File: config.mk
export PLATFORM = sky130hd
export DESIGN_NAME = painel_chamadas
export DESIGN_NICKNAME = d
export VERILOG_FILES = /design/src/rtl/painel_pkg.sv /design/src/rtl/painel_scheduler.sv /design/src/rtl/painel_chamadas.sv
export SDC_FILE = /design/constraint.sdc
export NUM_CORES = 1
export LEC_CHECK = 0
export ABC_AREA = 1
export BUFFER_PORTS_ARGS = -buffer_cell sky130_fd_sc_hd__buf_2
export CELL_PAD_IN_SITES_DETAIL_PLACEMENT = 0
export CELL_PAD_IN_SITES_GLOBAL_PLACEMENT = 1
export CORE_UTILIZATION = 44
export CTS_CLUSTER_SIZE = 24
export DETAILED_ROUTE_END_ITERATION = 10
export PLACE_DENSITY_LB_ADDON = 0.3
export SYNTH_ARGS = -nofsm -noshare
export SYNTH_HDL_FRONTEND = slang
export SYNTH_SLANG_ARGS = --single-unit
File: constraint.sdc
create_clock -name clk -period 2.2 [get_ports clk]
set_input_delay 0.33 -clock clk [delete_from_list [all_inputs] [get_ports clk]]
set_output_delay 0.33 -clock clk [all_outputs]
set_load 0.03 [all_outputs]
File: src/rtl/painel_pkg.sv
// Shared types and helpers for the call panel: FSM encoding, travel direction, floor one-hot.
package painel_pkg;

  localparam int unsigned FLOOR_W    = 3;
  localparam int unsigned MAX_FLOORS = 8;

  typedef enum logic [2:0] {
    ST_IDLE        = 3'd0,
    ST_ISSUE       = 3'd1,
    ST_WAIT_START  = 3'd2,
    ST_WAIT_ARRIVE = 3'd3,
    ST_DOOR_OPEN   = 3'd4
  } state_t;

  localparam logic DIR_UP   = 1'b1;
  localparam logic DIR_DOWN = 1'b0;

  // Full 8-bit one-hot; callers truncate to their floor count, so out-of-range floors map to zero.
  function automatic logic [MAX_FLOORS-1:0] onehot(input logic [FLOOR_W-1:0] idx);
    onehot = MAX_FLOORS'(1) << idx;
  endfunction

endpackage

File: src/rtl/painel_scheduler.sv
// SCAN scheduler: nearest pending floor in the travel direction, reversing when nothing lies ahead.
module painel_scheduler
  import painel_pkg::*;
#(
  parameter int unsigned NUM_FLOORS = 5
) (
  input  logic [NUM_FLOORS-1:0] pending,
  input  logic [FLOOR_W-1:0]    andar_atual,
  input  logic                  dir,
  output logic [FLOOR_W-1:0]    target,
  output logic                  new_dir,
  output logic                  valid
);

  logic [FLOOR_W-1:0] above;
  logic [FLOOR_W-1:0] below;
  logic               has_above;
  logic               has_below;

  always_comb begin
    above     = '0;
    below     = '0;
    has_above = 1'b0;
    has_below = 1'b0;
    // Scan downward so the last hit is the closest floor above.
    for (int i = int'(NUM_FLOORS) - 1; i >= 0; i--) begin
      if (pending[i] && (FLOOR_W'(i) > andar_atual)) begin
        above     = FLOOR_W'(i);
        has_above = 1'b1;
      end
    end
    for (int i = 0; i < int'(NUM_FLOORS); i++) begin
      if (pending[i] && (FLOOR_W'(i) < andar_atual)) begin
        below     = FLOOR_W'(i);
        has_below = 1'b1;
      end
    end
  end

  always_comb begin
    target  = '0;
    new_dir = dir;
    valid   = has_above | has_below;
    if (dir == DIR_UP) begin
      if (has_above) begin
        target = above;
      end else if (has_below) begin
        target  = below;
        new_dir = DIR_DOWN;
      end
    end else begin
      if (has_below) begin
        target = below;
      end else if (has_above) begin
        target  = above;
        new_dir = DIR_UP;
      end
    end
  end

endmodule

File: src/rtl/painel_chamadas.sv
// Call panel and dispatcher: latches button presses, issues one held floor request at a time,
// detects arrival and runs the timed door phase.
module painel_chamadas
  import painel_pkg::*;
#(
  parameter int unsigned NUM_FLOORS    = 5,
  parameter int unsigned DOOR_CYCLES   = 4,
  parameter int unsigned START_TIMEOUT = 8,
  parameter int unsigned MAX_PEOPLE    = 10
) (
  input  logic                  clk,
  input  logic                  reset_n,
  input  logic [NUM_FLOORS-1:0] hall_btn,
  input  logic [NUM_FLOORS-1:0] cab_btn,
  input  logic [2:0]            andar_atual,
  input  logic                  busy,
  input  logic [3:0]            num_people,
  output logic [NUM_FLOORS-1:0] req,
  output logic                  door_open,
  output logic                  overload,
  output logic [NUM_FLOORS-1:0] pending,
  output logic                  error
);

  localparam int unsigned DWELL_W = $clog2(DOOR_CYCLES + 1);
  localparam int unsigned TMO_W   = $clog2(START_TIMEOUT + 1);

  state_t                  state_q, state_d;
  logic [NUM_FLOORS-1:0]   req_d, pending_d;
  logic                    door_d, error_d;
  logic                    dir_q, dir_d;
  logic [FLOOR_W-1:0]      target_q, target_d;
  logic [DWELL_W-1:0]      dwell_q, dwell_d;
  logic [TMO_W-1:0]        tmo_q, tmo_d;

  logic [NUM_FLOORS-1:0]   press, cur_oh, tgt_oh;
  logic [FLOOR_W-1:0]      sched_target;
  logic                    sched_dir, sched_valid;

  painel_scheduler #(.NUM_FLOORS(NUM_FLOORS)) u_scheduler (
    .pending     (pending),
    .andar_atual (andar_atual),
    .dir         (dir_q),
    .target      (sched_target),
    .new_dir     (sched_dir),
    .valid       (sched_valid)
  );

  assign overload = (num_people > 4'(MAX_PEOPLE));
  assign press    = hall_btn | cab_btn;
  assign cur_oh   = NUM_FLOORS'(onehot(andar_atual));
  assign tgt_oh   = NUM_FLOORS'(onehot(target_q));

  always_comb begin
    state_d   = state_q;
    req_d     = req;
    pending_d = pending | press;
    error_d   = error;
    dir_d     = dir_q;
    target_d  = target_q;
    dwell_d   = dwell_q;
    tmo_d     = tmo_q;
    case (state_q)
      ST_IDLE: begin
        if (|(pending & cur_oh)) begin
          pending_d = pending_d & ~cur_oh;
          dwell_d   = DWELL_W'(DOOR_CYCLES);
          state_d   = ST_DOOR_OPEN;
        end else if (sched_valid) begin
          target_d = sched_target;
          dir_d    = sched_dir;
          req_d    = NUM_FLOORS'(onehot(sched_target));
          state_d  = ST_ISSUE;
        end
      end
      ST_ISSUE: begin
        tmo_d   = '0;
        state_d = ST_WAIT_START;
      end
      ST_WAIT_START: begin
        if (busy) begin
          state_d = ST_WAIT_ARRIVE;
        end else if (tmo_q == TMO_W'(START_TIMEOUT - 1)) begin
          // Call stays pending so IDLE retries it.
          error_d = 1'b1;
          req_d   = '0;
          state_d = ST_IDLE;
        end else begin
          tmo_d = tmo_q + TMO_W'(1);
        end
      end
      ST_WAIT_ARRIVE: begin
        if (!busy && (andar_atual == target_q)) begin
          req_d     = '0;
          pending_d = pending_d & ~tgt_oh;
          dwell_d   = DWELL_W'(DOOR_CYCLES);
          state_d   = ST_DOOR_OPEN;
        end
      end
      ST_DOOR_OPEN: begin
        // A press at the open floor extends the stop instead of queuing a call.
        pending_d = pending | (press & ~cur_oh);
        if (|(press & cur_oh)) begin
          dwell_d = DWELL_W'(DOOR_CYCLES);
        end else if (!overload) begin
          if (dwell_q <= DWELL_W'(1)) begin
            dwell_d = '0;
            state_d = ST_IDLE;
          end else begin
            dwell_d = dwell_q - DWELL_W'(1);
          end
        end
      end
      default: state_d = ST_IDLE;
    endcase
    door_d = (state_d == ST_DOOR_OPEN);
  end

  always_ff @(posedge clk or negedge reset_n) begin
    if (!reset_n) begin
      state_q   <= ST_IDLE;
      req       <= '0;
      door_open <= 1'b0;
      pending   <= '0;
      error     <= 1'b0;
      dir_q     <= DIR_UP;
      target_q  <= '0;
      dwell_q   <= '0;
      tmo_q     <= '0;
    end else begin
      state_q   <= state_d;
      req       <= req_d;
      door_open <= door_d;
      pending   <= pending_d;
      error     <= error_d;
      dir_q     <= dir_d;
      target_q  <= target_d;
      dwell_q   <= dwell_d;
      tmo_q     <= tmo_d;
    end
  end

endmodule
* Yosys cells after proc, flatten, opt, wreduce, memory -nomap -nowiden
Cells that the tools add are included.
Storage, ports and cells: register bits 26, latch bits 0, RAM bits 0, ROM bits 0, input bits 20, output and inout port bits 13, logic and storage cells 133, memories 0
Operators by class: $add $sub $neg 2, multiply operators 0, divide/modulo/power cells 0, magnitude comparators 12, eq/ne operators 15, shift operators 3, muxes and demuxes 56, bitwise operators 13, reductions and logical operators 23
Operators with widths (number):
- 3-bit two-way mux | 24
- 5-bit two-way mux | 7
- 5-bit case mux with 3 select lines | 2
- 5-bit AND | 5
- 1-bit two-way mux | 16
- 5-bit bitwise OR | 3
- 3-bit case mux with 5 select lines | 1
- 1-bit by 3-bit left shift with 5-bit output (first input constant) | 3
- 2-bit != test (second input constant) | 7
- 1-bit logical AND | 11
- 5-bit NOT | 2
- 5-bit OR reduction | 2
- 3-bit case mux with 3 select lines | 1
- 3-bit AND reduction | 3
- 4-bit two-way mux | 2
- 4-bit case mux with 2 select lines | 1
- 3-bit by 2-bit equality test with 1-bit output (second input constant) | 2
- 3-bit equality test (second input constant) | 2
- 1-bit by 3-bit greater-than comparator with 1-bit output (first input constant) | 2
- 2-bit by 3-bit greater-than comparator with 1-bit output (first input constant) | 2
- 1-bit by 3-bit < comparator with 1-bit output (first input constant) | 2
- 2-bit by 3-bit < comparator with 1-bit output (first input constant) | 2
- 6-bit AND reduction | 1
- 3-bit nonzero test | 2
- other kinds (17) | 19

* Logic depth before layout (Yosys ltp)
depth in word-level cells 14, mapped depth 13, mapped depth without buffers 12

* Cells and area by module
From an unflattened synthesis, not the netlist that was laid out.
Second synthesis, totals: cells, all modules 283, area, all modules 1954.4 um^2
By module, submodules not included:
- painel_chamadas | times used 1, cells an instance 238, area an instance 1736.7 um^2, sequential area each 651.9 um^2
- painel_scheduler | times used 1, cells an instance 45, area an instance 217.7 um^2, sequential area each 0.0 um^2

* Worst setup path before layout
OpenSTA, ideal clock, no wires.
path kind reg2reg, from register pending[1], to register req[0], library setup time 0.117 ns, arrival time 1.307 ns, slack 0.776 ns, stages on the path, launching flop included 10, path through dfrtp_1 -> inv_1 -> nor2_2 -> nand2_1 -> a21oi_1 -> nand2_1 -> nand2_2 -> inv_2 -> nand3_1 -> nand2_1
Between the ends: cells in the longest elaborated chain, start to end 12
Ends and longest elaborated chain:
- from (decl) | RTL line painel_chamadas.sv:21 | output logic [NUM_FLOORS-1:0] pending,
- from (signal assigned) | RTL line painel_chamadas.sv:134 | pending <= pending_d;
- 1-bit logical AND | RTL line painel_scheduler.sv:33 | if (pending[i] && (FLOOR_W'(i) < andar_atual)) begin
- 1-bit two-way mux | RTL line painel_scheduler.sv:33
- 2-bit two-way mux or 1-bit two-way mux (tied branches) (2 in series) | RTL line painel_scheduler.sv:33
- 3-bit two-way mux or 1-bit two-way mux (tied branches) | RTL line painel_scheduler.sv:33
- 3-bit two-way mux | RTL line painel_scheduler.sv:47 | end else if (has_below) begin
- 3-bit two-way mux | RTL line painel_scheduler.sv:45 | if (has_above) begin
- 3-bit two-way mux | RTL line painel_scheduler.sv:44 | if (dir == DIR_UP) begin
- 1-bit by 3-bit left shift with 5-bit output | RTL line painel_pkg.sv:20 | onehot = MAX_FLOORS'(1) << idx;
- 5-bit two-way mux | RTL line painel_chamadas.sv:69 | end else if (sched_valid) begin
- 5-bit two-way mux | RTL line painel_chamadas.sv:65 | if (|(pending & cur_oh)) begin
- 5-bit case mux with 3 select lines | RTL line painel_chamadas.sv:63 | case (state_q)
- to (signal assigned) | RTL line painel_chamadas.sv:132 | req <= req_d;
- to (decl) | RTL line painel_chamadas.sv:18 | output logic [NUM_FLOORS-1:0] req,
Several ways; a longest one is shown, not always the timed one. The select of a mux whose other input is x is not followed. A chain may end at the register's enable or synchronous reset.

* Worst setup path after layout
from register state_q[2], to register req[3]
Between the ends: cells in the longest elaborated chain, start to end 3
Ends and longest elaborated chain:
- from (decl) | RTL line painel_chamadas.sv:28 | state_t state_q, state_d;
- from (signal assigned) | RTL line painel_chamadas.sv:131 | state_q <= state_d;
- 3-bit by 2-bit equality test with 1-bit output or 3-bit zero test (tied branches) | RTL line painel_chamadas.sv:63
- 2-bit != test (no line) or 3-bit nonzero test (tied branches)
- 6-bit AND reduction (no line)
Several ways; a longest one is shown, not always the timed one.

==> load_flow_metrics.sql <==
INSERT INTO impl_metrics (metric_group, metric, value, unit) VALUES
('run_status', 'outcome', 'complete, no violations', ''),
('timing', 'fin_setup_tns', '0', 'ns'),
('logic_synthesis', 'synthDominantCellAreaShare', '31.85', '%'),
('floorplanning', 'fp.dieH', '68.82', 'um'),
('grt', 'grt.overflow.total', '0', ''),
('cells_and_area', 'antenna-diode-count', '0', ''),
('cells_and_area', 'area.growth.synth_to_final', '11.72', '%'),
('logic_synthesis', 'syn_nets', '295', ''),
('placed_design', 'dp.final_hpwl', '3493', 'um'),
('timing', 'rsz0062_at_grt', 'no', ''),
('setup_path', 'crit_path_max_fanout', '8', ''),
('cells_and_area', 'final_layout_size_suffix_gt1_share', '31.25', '%'),
('clock_tree', 'cts.sinks', '26', ''),
('timing', 'worst_slew_slack_as_a_fraction_of_its_limit', '61.29', '%'),
('power', 'power_density', '1138', 'mW/mm^2'),
('setup_path', 'crit_arrival', '1.78', 'ns'),
('cells_and_area', 'area.sequential', '651.9', 'um^2'),
('placed_design', 'place_ws', '0.4642', 'ns'),
('power', 'power.share.clock', '11.0', '%'),
('placed_design', 'placement.cell_area', '0.002150', 'mm^2'),
('floorplanning', 'floorplan.initialDensity', '47.40', '%'),
('logic_synthesis', 'syn-mean-instance-area', '7.222', 'um^2'),
('power', 'power.switching_fraction', '50.99', '%'),
('logic_synthesis', 'syn-instance-count', '272', ''),
('timing', 'finalWorstPathRequiredPeriod', '1.616', 'ns'),
('detailed_routing', 'drtIter0Drc', '78', ''),
('detailed_routing', 'route.detailed.vias_per_inst', '4.960', ''),
('power', 'seq_power_share', '33.5', '%'),
('clock_tree', 'clock_tree_from_tritoncts', 'done', ''),
('detailed_routing', 'drtPass1Iterations', '4', ''),
('run', 'cap_viol_max_count', '0', ''),
('setup_path', 'startpoint_type', 'flop', ''),
('grt', 'number_of_antenna_violations_at_the_first_check_in_global_routing', '0', ''),
('detailed_routing', 'drt-total-wl', '4341', 'um'),
('clock_tree', 'clk_pin_slew_worst_paths', '0.09', 'ns'),
('setup_path', 'crit_required', '2.36', 'ns'),
('placed_design', 'post-place-cells', '350', ''),
('timing', 'final-max-slew-violation-count', '0', ''),
('min_path', 'min_path_type', 'in -> async', ''),
('clock_tree', 'postCtsHoldBufs', '0', ''),
('grt', 'grt_pass1_wl', '7196', 'um'),
('logic_synthesis', 'netlist_top_cells_area', 'sky130_fd_sc_hd__dfrtp_1 32%, sky130_fd_sc_hd__nand2_1 14%, sky130_fd_sc_hd__nand3_1 5.6%, sky130_fd_sc_hd__nand2_2 4.1%, sky130_fd_sc_hd__nor2_1 3.6%', ''),
('cells_and_area', 'area_of_the_multi_input_gates', '0.001136', 'mm^2'),
('timing', 'setup-violations-final', '0', ''),
('cells_and_area', 'finalNonFillerCells', '354', ''),
('power', 'vdd_drop_max', '0.7316', 'mV'),
('clock_tree', 'root_buffer', 'sky130_fd_sc_hd__clkbuf_8', ''),
('logic_synthesis', 'ys_types', '35', ''),
('clock_tree', 'clock_tree.htree_level_count', '1', ''),
('cells_and_area', 'finalCoreUtilization', '52.96', '%'),
('logic_synthesis', 'cell_area_synth', '0.001964', 'mm^2'),
('grt', 'grt_use_total', '20.50', '%'),
('timing', 'tightest_slew', '0.5807', 'ns'),
('logic_synthesis', 'synthDominantAreaCellType', 'sky130_fd_sc_hd__dfrtp_1', ''),
('timing', 'post-route-period-util', '73.45', '%'),
('power', 'power.share.combinational', '55.5', '%'),
('cells_and_area', 'fill_cells', '433', ''),
('detailed_routing', 'post_drt_wl_per_cell', '12.26', 'um'),
('logic_synthesis', 'synth-seq-area-share', '33.18', '%'),
('floorplanning', 'core-area', '0.004144', 'mm^2'),
('placed_design', 'io_buffer_count', '32', ''),
('floorplanning', 'i_o_pin_count', '33', ''),
('logic_synthesis', 'ys_ff_latch', '26', ''),
('floorplanning', 'chipWidth', '68.82', 'um'),
('timing', 'final.setup.worst_slack', '0.5842', 'ns'),
('placed_design', 'place_congestion', '0.8349', ''),
('clock_tree', 'post-cts-setup-buffers', '0', ''),
('setup_path', 'critical_path.endpoint_type', 'flop', ''),
('grt', 'grt_start_max_net_pins', '27', ''),
('timing', 'fmaxAchievable', '0.6189', 'GHz'),
('logic_synthesis', 'yosys_warnings', '0', '');
==> cells in the mapped netlist <==
library cell / number
sky130_fd_sc_hd__buf_4: 2
sky130_fd_sc_hd__inv_4: 3
sky130_fd_sc_hd__ha_1: 3
sky130_fd_sc_hd__nor2_4: 3
sky130_fd_sc_hd__and2_1: 1
sky130_fd_sc_hd__o21ai_0: 6
sky130_fd_sc_hd__nor3_1: 9
sky130_fd_sc_hd__nand2_4: 5
sky130_fd_sc_hd__dfrtp_1: 25
sky130_fd_sc_hd__inv_2: 15
sky130_fd_sc_hd__o21ai_2: 3
sky130_fd_sc_hd__xor2_1: 2
sky130_fd_sc_hd__nand2_1: 75
sky130_fd_sc_hd__a21oi_4: 1
sky130_fd_sc_hd__nor3b_1: 2
sky130_fd_sc_hd__nand4_1: 4
sky130_fd_sc_hd__o21bai_1: 2
sky130_fd_sc_hd__xnor2_1: 1
sky130_fd_sc_hd__o31ai_1: 2
sky130_fd_sc_hd__nand3_2: 4
sky130_fd_sc_hd__dfstp_2: 1
sky130_fd_sc_hd__inv_1: 17
sky130_fd_sc_hd__nor2_1: 19
sky130_fd_sc_hd__nor3_2: 1
sky130_fd_sc_hd__a211o_1: 1
sky130_fd_sc_hd__a31oi_1: 1
sky130_fd_sc_hd__buf_6: 2
sky130_fd_sc_hd__nand2_2: 13
sky130_fd_sc_hd__o21ai_1: 6
sky130_fd_sc_hd__a21oi_1: 10
sky130_fd_sc_hd__nand3_1: 22
sky130_fd_sc_hd__nor2_2: 6
sky130_fd_sc_hd__nor2_8: 2
sky130_fd_sc_hd__a21oi_2: 1
sky130_fd_sc_hd__or2_2: 2
==> critical path: stages (launching register included) <==
cell                      delay [ns]
sky130_fd_sc_hd__dfrtp_1        0.55
sky130_fd_sc_hd__inv_2          0.10
sky130_fd_sc_hd__nand2_4        0.11
sky130_fd_sc_hd__nor2_8         0.05
sky130_fd_sc_hd__nand2_2        0.12
sky130_fd_sc_hd__nand3_1        0.09
sky130_fd_sc_hd__a21oi_1        0.16
sky130_fd_sc_hd__nand3_2        0.15
sky130_fd_sc_hd__nand2_1        0.11
sky130_fd_sc_hd__o21ai_2        0.05
==> registers in the layout, summed over array words and instances, names as in the netlist <==
register	flops
dir_q	1
door_open	1
dwell_q	3
error	1
pending	5
req	5
state_q	3
target_q	3
tmo_q	4
==> through the flow <==
step	power [uW]	hold WS, ns
after floorplan	1928	0.03441
after global placement	2232	0.3621
after detailed placement	2241	0.3695
after CTS	2523	0.07069
after global routing	2730	0.09593
final	2497	0.04883
==> metal layers <==
metal  GRT usage (%)  part of all wire (%)  up-vias
met5               0                     0        -
met4           5.612                   1.2        0
met3           3.289                   3.3        6
met2           33.58                    46       35
met1           27.94                    50      777
li1                -                     -      938
==> layout by cell type, fill, tap and decap left out, types with 2 or more instances in the layout <==
cell type and instances:
sky130_fd_sc_hd__nand2_2 13, sky130_fd_sc_hd__inv_4 3, sky130_fd_sc_hd__buf_2 32, sky130_fd_sc_hd__clkbuf_8 3, sky130_fd_sc_hd__a21oi_1 10, sky130_fd_sc_hd__nor2_2 6
sky130_fd_sc_hd__inv_2 15, sky130_fd_sc_hd__o31ai_1 2, sky130_fd_sc_hd__o21ai_2 3, sky130_fd_sc_hd__xor2_1 2, sky130_fd_sc_hd__nand3_1 22, sky130_fd_sc_hd__nor2_1 19
sky130_fd_sc_hd__nand4_1 4, sky130_fd_sc_hd__nor3_1 9, sky130_fd_sc_hd__nor3b_1 2, sky130_fd_sc_hd__o21ai_1 6, sky130_fd_sc_hd__nor2_4 3, sky130_fd_sc_hd__inv_1 17
sky130_fd_sc_hd__dfrtp_1 25, sky130_fd_sc_hd__nand3_2 4, sky130_fd_sc_hd__nand2_4 5, sky130_fd_sc_hd__o21ai_0 6, sky130_fd_sc_hd__nand2_1 75, sky130_fd_sc_hd__nor2_8 2
sky130_fd_sc_hd__ha_1 3, sky130_fd_sc_hd__or2_2 2, sky130_fd_sc_hd__o21bai_1 2
==> path summary, 6_finish.rpt <==
check | start | end | slack, ns | depth (start not counted)
min in group clk | hall_btn[3] | pending[3] | 0.34 | 3
worst max register to register | state_q[2] | req[3] | 0.58 | 9
max in group asynchronous | reset_n | dir_q | 1.76 | 1
worst max-delay path | state_q[2] | req[3] | 0.58 | 9
worst min register to register | req[4] | req[4] | 0.48 | 2
worst min-delay path | reset_n | tmo_q[1] | 0.05 | 1
==> power groups by stage <==
stage	combinational [uW]	sequential [uW]	clock, uW
3_3_place_gp	1390	845	0
6_report	1390	836	275
4_1_cts	1400	836	287
3_5_place_dp	1400	845	0
5_1_grt	1560	856	310
2_1_floorplan	1000	929	0
==> cell type report <==
| class | instances | share of cell area [%] |
|---|---|---|
| sequential | 26 | 29.70 |
| inverter | 35 | 6.328 |
| clock buffer | 4 | 2.052 |
| timing repair buffer | 32 | 7.298 |
| tap | 50 | 2.851 |
| multi-input combinational | 207 | 51.77 |
==> cell families after synthesis <==
| logic type | Yosys count | synth area share, % |
|---|---|---|
| compound gates | 33 | 10.51 |
| simple gates | 168 | 44.08 |
| fa+ha+maj | 3 | 1.911 |
| buf+inv | 39 | 8.980 |
| xor+xnor | 3 | 1.338 |
| flops | 26 | 33.18 |
(Power assumes the default switching activity.)
